--- src/rtl/inst_fetch_unit_if.sv ---
// Instruction bus between the fetch unit (master) and the instruction memory (slave).
//
// Handshake: the master holds inst_req=1 with a stable inst_addr until the
// slave answers inst_addr_ok=1 in the same cycle; that cycle is the accept.
// Afterwards the slave returns exactly one word by pulsing inst_data_ok=1
// with inst_rdata valid in that cycle. The master never has more than one
// accepted request without its data.
interface inst_fetch_unit_if;
    logic        inst_req;
    logic [31:0] inst_addr;
    logic        inst_addr_ok;
    logic [31:0] inst_rdata;
    logic        inst_data_ok;

    modport master (
        output inst_req,
        output inst_addr,
        input  inst_addr_ok,
        input  inst_rdata,
        input  inst_data_ok
    );

    modport slave (
        input  inst_req,
        input  inst_addr,
        output inst_addr_ok,
        output inst_rdata,
        output inst_data_ok
    );
endinterface

--- src/rtl/inst_fetch_unit.sv ---
// Instruction-fetch stage: one-outstanding-request fetch FSM, a one-entry
// result buffer and the IF/ID pipeline register feeding decode.
module inst_fetch_unit #(
    parameter logic [31:0] NOP_INST = 32'h0000_0000
) (
    input  logic                      clk,
    input  logic                      rst,
    input  logic [31:0]               pc_i,
    input  logic                      ce_i,
    input  logic [5:0]                stall,
    input  logic                      flush_i,
    inst_fetch_unit_if.master         bus,
    output logic                      stallreq_if,
    output logic [31:0]               id_pc,
    output logic [31:0]               id_inst,
    output logic                      id_valid,
    output logic                      id_exc_adel,
    output logic [2:0]                dbg_state_o
);

    typedef enum logic [2:0] {
        S_IDLE    = 3'd0,
        S_REQ     = 3'd1,
        S_WAIT    = 3'd2,
        S_DISCARD = 3'd3,
        S_DONE    = 3'd4
    } state_t;

    state_t      state_q, state_d;
    logic [31:0] fetch_pc_q, fetch_pc_d;
    logic [31:0] buf_pc_q, buf_pc_d;
    logic [31:0] buf_inst_q, buf_inst_d;
    logic        buf_adel_q, buf_adel_d;
    logic [31:0] id_pc_q, id_pc_d;
    logic [31:0] id_inst_q, id_inst_d;
    logic        id_valid_q, id_valid_d;
    logic        id_adel_q, id_adel_d;
    logic        pc_aligned;

    // Only the IF/ID stall bits (1 and 2) matter here; the rest belong to other stages.
    logic unused_stall_bits;
    assign unused_stall_bits = ^{stall[5:3], stall[0]};

    assign pc_aligned = (pc_i[1:0] == 2'b00);

    // Fetch FSM next state, bus request and result buffer capture.
    always_comb begin
        state_d       = state_q;
        fetch_pc_d    = fetch_pc_q;
        buf_pc_d      = buf_pc_q;
        buf_inst_d    = buf_inst_q;
        buf_adel_d    = buf_adel_q;
        bus.inst_req  = 1'b0;
        bus.inst_addr = 32'h0000_0000;

        case (state_q)
            S_IDLE: begin
                if (ce_i && !flush_i) begin
                    state_d = S_REQ;
                end
            end
            S_REQ: begin
                if (!ce_i) begin
                    state_d = S_IDLE;
                end else if (!pc_aligned) begin
                    // Misaligned PC never reaches the bus; it becomes a faulting NOP.
                    if (!flush_i) begin
                        buf_pc_d   = pc_i;
                        buf_inst_d = NOP_INST;
                        buf_adel_d = 1'b1;
                        state_d    = S_DONE;
                    end
                end else begin
                    bus.inst_req  = 1'b1;
                    bus.inst_addr = pc_i;
                    if (bus.inst_addr_ok) begin
                        fetch_pc_d = pc_i;
                        // An accepted request cannot be cancelled, so its data must be drained.
                        state_d    = flush_i ? S_DISCARD : S_WAIT;
                    end
                end
            end
            S_WAIT: begin
                if (bus.inst_data_ok) begin
                    if (flush_i || !ce_i) begin
                        state_d = ce_i ? S_REQ : S_IDLE;
                    end else begin
                        buf_pc_d   = fetch_pc_q;
                        buf_inst_d = bus.inst_rdata;
                        buf_adel_d = 1'b0;
                        state_d    = S_DONE;
                    end
                end else if (flush_i || !ce_i) begin
                    state_d = S_DISCARD;
                end
            end
            S_DISCARD: begin
                if (bus.inst_data_ok) begin
                    state_d = ce_i ? S_REQ : S_IDLE;
                end
            end
            S_DONE: begin
                if (!ce_i) begin
                    state_d = S_IDLE;
                end else if (flush_i || !stall[1]) begin
                    state_d = S_REQ;
                end
            end
            default: begin
                state_d = S_IDLE;
            end
        endcase
    end

    // Stall request while a fetch is still in progress.
    always_comb begin
        stallreq_if = ce_i && ((state_q == S_REQ) || (state_q == S_WAIT) ||
                               (state_q == S_DISCARD));
    end

    // IF/ID register next value: flush, then stall bubble/hold, then load or bubble.
    always_comb begin
        id_pc_d    = id_pc_q;
        id_inst_d  = id_inst_q;
        id_valid_d = id_valid_q;
        id_adel_d  = id_adel_q;

        if (flush_i || (stall[1] && !stall[2]) || (!stall[1] && (state_q != S_DONE))) begin
            id_inst_d  = NOP_INST;
            id_valid_d = 1'b0;
            id_adel_d  = 1'b0;
        end else if (!stall[1]) begin
            id_pc_d    = buf_pc_q;
            id_inst_d  = buf_inst_q;
            id_valid_d = 1'b1;
            id_adel_d  = buf_adel_q;
        end
    end

    // State, buffer and IF/ID registers with synchronous reset.
    always_ff @(posedge clk) begin
        if (rst) begin
            state_q    <= S_IDLE;
            fetch_pc_q <= 32'h0000_0000;
            buf_pc_q   <= 32'h0000_0000;
            buf_inst_q <= NOP_INST;
            buf_adel_q <= 1'b0;
            id_pc_q    <= 32'h0000_0000;
            id_inst_q  <= NOP_INST;
            id_valid_q <= 1'b0;
            id_adel_q  <= 1'b0;
        end else begin
            state_q    <= state_d;
            fetch_pc_q <= fetch_pc_d;
            buf_pc_q   <= buf_pc_d;
            buf_inst_q <= buf_inst_d;
            buf_adel_q <= buf_adel_d;
            id_pc_q    <= id_pc_d;
            id_inst_q  <= id_inst_d;
            id_valid_q <= id_valid_d;
            id_adel_q  <= id_adel_d;
        end
    end

    assign id_pc       = id_pc_q;
    assign id_inst     = id_inst_q;
    assign id_valid    = id_valid_q;
    assign id_exc_adel = id_adel_q;
    assign dbg_state_o = state_q;

endmodule

--- src/flat_wrapper.sv ---
// flat-port wrapper written by rule: the top's interface ports become plain ports
module inst_fetch_unit_flat 
#(
    parameter logic [31:0] NOP_INST = 32'h0000_0000
)
  (clk, rst, pc_i, ce_i, stall, flush_i, stallreq_if, id_pc, id_inst, id_valid, id_exc_adel, dbg_state_o, bus_inst_req, bus_inst_addr, bus_inst_addr_ok, bus_inst_rdata, bus_inst_data_ok);
  inst_fetch_unit_if bus_i ();
  input  logic clk;
  input  logic rst;
  input  logic [31:0] pc_i;
  input  logic ce_i;
  input  logic [5:0] stall;
  input  logic flush_i;
  output logic stallreq_if;
  output logic [31:0] id_pc;
  output logic [31:0] id_inst;
  output logic id_valid;
  output logic id_exc_adel;
  output logic [2:0] dbg_state_o;
  output wire logic [$bits(bus_i.inst_req)-1:0] bus_inst_req;
  output wire logic [$bits(bus_i.inst_addr)-1:0] bus_inst_addr;
  input wire logic [$bits(bus_i.inst_addr_ok)-1:0] bus_inst_addr_ok;
  input wire logic [$bits(bus_i.inst_rdata)-1:0] bus_inst_rdata;
  input wire logic [$bits(bus_i.inst_data_ok)-1:0] bus_inst_data_ok;
  assign bus_inst_req = bus_i.inst_req;
  assign bus_inst_addr = bus_i.inst_addr;
  assign bus_i.inst_addr_ok = bus_inst_addr_ok;
  assign bus_i.inst_rdata = bus_inst_rdata;
  assign bus_i.inst_data_ok = bus_inst_data_ok;
  inst_fetch_unit #(.NOP_INST(NOP_INST)) u_core (.clk(clk), .rst(rst), .pc_i(pc_i), .ce_i(ce_i), .stall(stall), .flush_i(flush_i), .bus(bus_i), .stallreq_if(stallreq_if), .id_pc(id_pc), .id_inst(id_inst), .id_valid(id_valid), .id_exc_adel(id_exc_adel), .dbg_state_o(dbg_state_o));
endmodule
--- config.mk ---
export PLATFORM = sky130hd
export DESIGN_NAME = inst_fetch_unit_flat
export DESIGN_NICKNAME = d
export VERILOG_FILES = /design/src/rtl/inst_fetch_unit_if.sv /design/src/rtl/inst_fetch_unit.sv /design/src/flat_wrapper.sv
export SDC_FILE = /design/constraint.sdc
export NUM_CORES = 1
export LEC_CHECK = 0
export ABC_CLOCK_PERIOD_IN_PS = 1600
export CAP_MARGIN = 10
export CORE_MARGIN = 2
export CORE_UTILIZATION = 43
export DETAILED_ROUTE_END_ITERATION = 8
export HOLD_SLACK_MARGIN = 0.12
export PLACE_DENSITY = 0.85
export SETUP_SLACK_MARGIN = 0.05
export SLEW_MARGIN = 20
export SYNTH_ARGS = -nofsm -noshare
export SYNTH_HDL_FRONTEND = slang
export SYNTH_SLANG_ARGS = --single-unit
--- constraint.sdc ---
create_clock -name clk -period 1.6 [get_ports clk]
set_clock_uncertainty 0.05 [all_clocks]
set_input_delay 0.24 -clock clk [delete_from_list [all_inputs] [get_ports clk]]
set_output_delay 0.24 -clock clk [all_outputs]
set_load 0.05 [all_outputs]
==> impl_metrics.py <==
metrics = {
    "cells_and_area": {
        "diodes": 0,
        "multi_input_area_um2": 3930,
        "fin_util_pct": 75.8,
        "nFillCells": 862,
        "final-instance-count-excl-fill": 1121,
        "area_delta_synth_final_pct": 74.0,
        "drive_gt1_share_pct": 49.9,
        "regArea_um2": 3330,
        "final_nets": 996,
    },
    "clocking": {
        "clkTransAtPathRegs_ns": 0.07,
        "numCtsBuffers": 17,
        "cts_buffer_depth": 2,
        "h-tree-depth": 4,
        "cts.sinks": 166,
        "root_buffer": "clkbuf_16",
        "worstSkewPairLatency_ns": 0.44,
        "cts_tree": "done",
    },
    "pwr": {
        "p_seq_share_pct": 32.1,
        "power_frac_comb_pct": 40.9,
        "power.density_nw_per_um2": 1380,
        "finalPower_w": 0.0158,
        "irDropWorstVdd_uv": 924,
        "leakagePower_nw": 4.32,
        "p_int_w": 0.0102,
        "power_frac_clock_pct": 27.0,
        "switching_power_w": 0.00555,
        "switching_share_pct": 35.1,
    },
    "worst_setup_path": {
        "worstReg2RegStart": "u_core.dbg_state_o[1]",
        "r2r_cells": 10,
        "worstSetupEndpointType": "flop",
        "critPathKind": "reg -> reg",
        "rrSetupSlack_ns": -0.61,
        "crit_path_max_fanout": 4,
        "timing.rr.end": "u_core.dbg_state_o[1]",
        "crit_required_ns": 1.87,
        "critPathLaunchType": "flop",
        "worst_ep_arrival_time_ns": 2.49,
    },
    "worst_hold_path": {
        "min_path_type": "in -> reg",
        "min_to": "u_core.id_valid",
        "hp-start": "stall[1]",
        "min_path_cells": 3,
    },
    "grt": {
        "grt_pass1_wl_um": 34500,
        "track_usage_pct": 27.5,
        "antenna_found_initial": 0,
        "grt_busiest_layer": "met2",
        "gr-usage-met1_pct": 29.6,
        "met2_usage_pct": 48.3,
        "grt_util_met3_pct": 9.21,
        "grt.overflow.total": 0,
        "grt_pass1_vias": 6392,
        "grt_max_degree": 93,
    },
    "detailed_routing": {
        "via_per_inst": 5.72,
        "dr.first_iter.drc_count": 606,
        "wl_um": 24600,
        "drt_pass1_iterations": 6,
        "vias": 6414,
        "drc": 0,
        "avgRoutedWirePerCell_um": 21.9,
        "ant_nets": 0,
    },
    "floorplanning": {
        "core_um2": 15100,
        "die_w_um": 128,
        "io_pins": 179,
        "die_h_um": 128,
        "die_area_um2": 16300,
        "start_util_pct": 43.5,
        "rows": 45,
    },
    "timing": {
        "fmax_mhz": 452,
        "tightest_slew_ns": 0.607,
        "setup_viol": 197,
        "timing.final.crit_period_ns": 2.21,
        "setup_ws_ns": -0.614,
        "final_hold_viol_count": 0,
        "max-slew-margin-rel_pct": 59.5,
        "slew_violations": 0,
        "rsz0062_at_grt": "true",
        "period_share_pct": 138,
    },
    "synthesis": {
        "syn_inst": 690,
        "yosysSeqAreaShare_pct": 50.6,
        "synth_area_um2": 6570,
        "synthFlopType": "dfxtp_1",
        "ys_top_cells_by_area": "dfxtp_1 (51%), mux2i_1 (9.9%), nand2_1 (7.3%)",
        "syn_avg_cell_area_um2": 9.52,
        "synth_warnings": 0,
        "synth.top_cell.area_share_pct": 50.6,
        "synth_top_area_cell": "dfxtp_1",
        "ys_types": 46,
        "synth_edf_count": 0,
        "ys_async_sr_fraction_pct": 0,
        "ys_ff_latch": 166,
    },
    "placement": {
        "gp_congestion": 0.806,
        "dp_hpwl_um": 11000,
        "io_buffers": 172,
        "dpl.cell_count": 1045,
        "pre_cts_slack_ns": -0.552,
    },
    "run_status": {
        "violations": "negative setup slack",
        "status": "finished with violations",
    },
    "flow_run": {
        "maxCapViolCount": 0,
    },
}
## worst max path at each step
stage | from | endpoint
after floorplan | u_core.dbg_state_o[1] | bus_inst_addr[10]
after global placement | bus_inst_data_ok | u_core.dbg_state_o[1]
after detailed placement | ce_i | u_core.buf_pc_q[24]
after CTS | u_core.dbg_state_o[1] | bus_inst_addr[9]
after global routing | u_core.dbg_state_o[1] | u_core.dbg_state_o[1]
final | u_core.dbg_state_o[1] | u_core.dbg_state_o[1]
## per-layer routing
metal  vias up  wire (µm)
li1       2816          -
met4         0       1050
met5         -          0
met2       381      12600
met3        89       1970
met1      3128       8940
## cell usage in the layout, fill, tap and decap left out, drive strengths merged, types with 14 or more instances in the layout
master           n
a21oi           66
dfxtp          166
a22o            32
buf            198
mux2i           65
nand2          128
and2            32
a211oi          32
clkbuf          17
nor2            75
clkdlybuf4s50   69
inv             14
## synthesized netlist by cell type (2+ instances only)
| cell | count |
|---|---|
| a211o_1 | 2 |
| and3_1 | 2 |
| nor2b_1 | 2 |
| inv_1 | 3 |
| buf_6 | 10 |
| clkbuf_1 | 15 |
| and2_1 | 31 |
| a211oi_1 | 12 |
| nand3b_1 | 2 |
| buf_4 | 10 |
| a211oi_2 | 20 |
| o211a_1 | 2 |
| mux2i_1 | 65 |
| a21oi_2 | 7 |
| buf_2 | 22 |
| nor2_1 | 74 |
| nand2_1 | 128 |
| dfxtp_1 | 166 |
| a22o_1 | 32 |
| a21oi_1 | 59 |
## metrics by stage
step                      area [µm²]  TNS (ns)  hold WS, ns
after floorplan                 6740    -11.28        0.315
after global placement          9040    -57.98        0.390
after detailed placement        9040    -65.15        0.394
after CTS                      11000    -90.08        0.258
after global routing           11400   -100.03        0.280
final                          11400    -90.15        0.276
## cells by family after synthesis
group,after synthesis,share of synthesized area (%)
flip-flops,166,50.6
other,1,0.0571
AO/OA/AOI/OAI,142,16.5
AND/OR/NAND/NOR,253,17.2
buffers and inverters,62,5.67
XOR/XNOR,1,0.133
multiplexers,65,9.90
## layout make-up
class | instances | area share [%]
inverter | 4 | 0.175
clock inverter | 15 | 1.58
clock buffer | 17 | 3.72
timing repair buffer | 268 | 28.9
multi-input combinational | 463 | 34.4
sequential | 166 | 29.2
tap | 188 | 2.06
## power by group through the flow
| stage | clock network (W) | registers, W | logic, W |
|---|---|---|---|
| finish | 0.00427 | 0.00507 | 0.00645 |
| global route | 0.00449 | 0.00510 | 0.00666 |
| CTS | 0.00427 | 0.00489 | 0.00593 |
| detailed placement | 0 | 0.00491 | 0.00377 |
| global placement | 0 | 0.00490 | 0.00365 |
| floorplan | 0 | 0.00503 | 0.00236 |
## worst max-delay path, cell delays in order, from the launching register on
cell and delay (ns):
dfxtp_4 0.35, buf_4 0.14, buf_6 0.12, buf_6 0.12, buf_12 0.11, buf_4 0.12, or3b_1 0.15, a211o_1 0.14
o221ai_2 0.13, or4_1 0.54, o211a_1 0.14
## what timing repair did
| action | CTS | global route |
|---|---|---|
| gates cloned | 20 | 0 |
| pin swaps | 83 | 58 |
| setup buffers | 26 | 12 |
| endpoints found under the setup margin | 194 | 199 |
| gates resized for setup | 151 | 156 |
| hold endpoints to repair | 4 | 0 |
| hold buffers | 1 | 0 |
## state kept, by name, indices dropped and copies added, names as in the netlist
name / flops
u_core.buf_pc_q: 32
u_core.buf_inst_q: 32
u_core.id_pc: 32
u_core.id_valid: 1
u_core.buf_adel_q: 1
u_core.dbg_state_o: 3
u_core.id_exc_adel: 1
u_core.id_inst: 32
u_core.fetch_pc_q: 32
(Power assumes the default switching activity.)
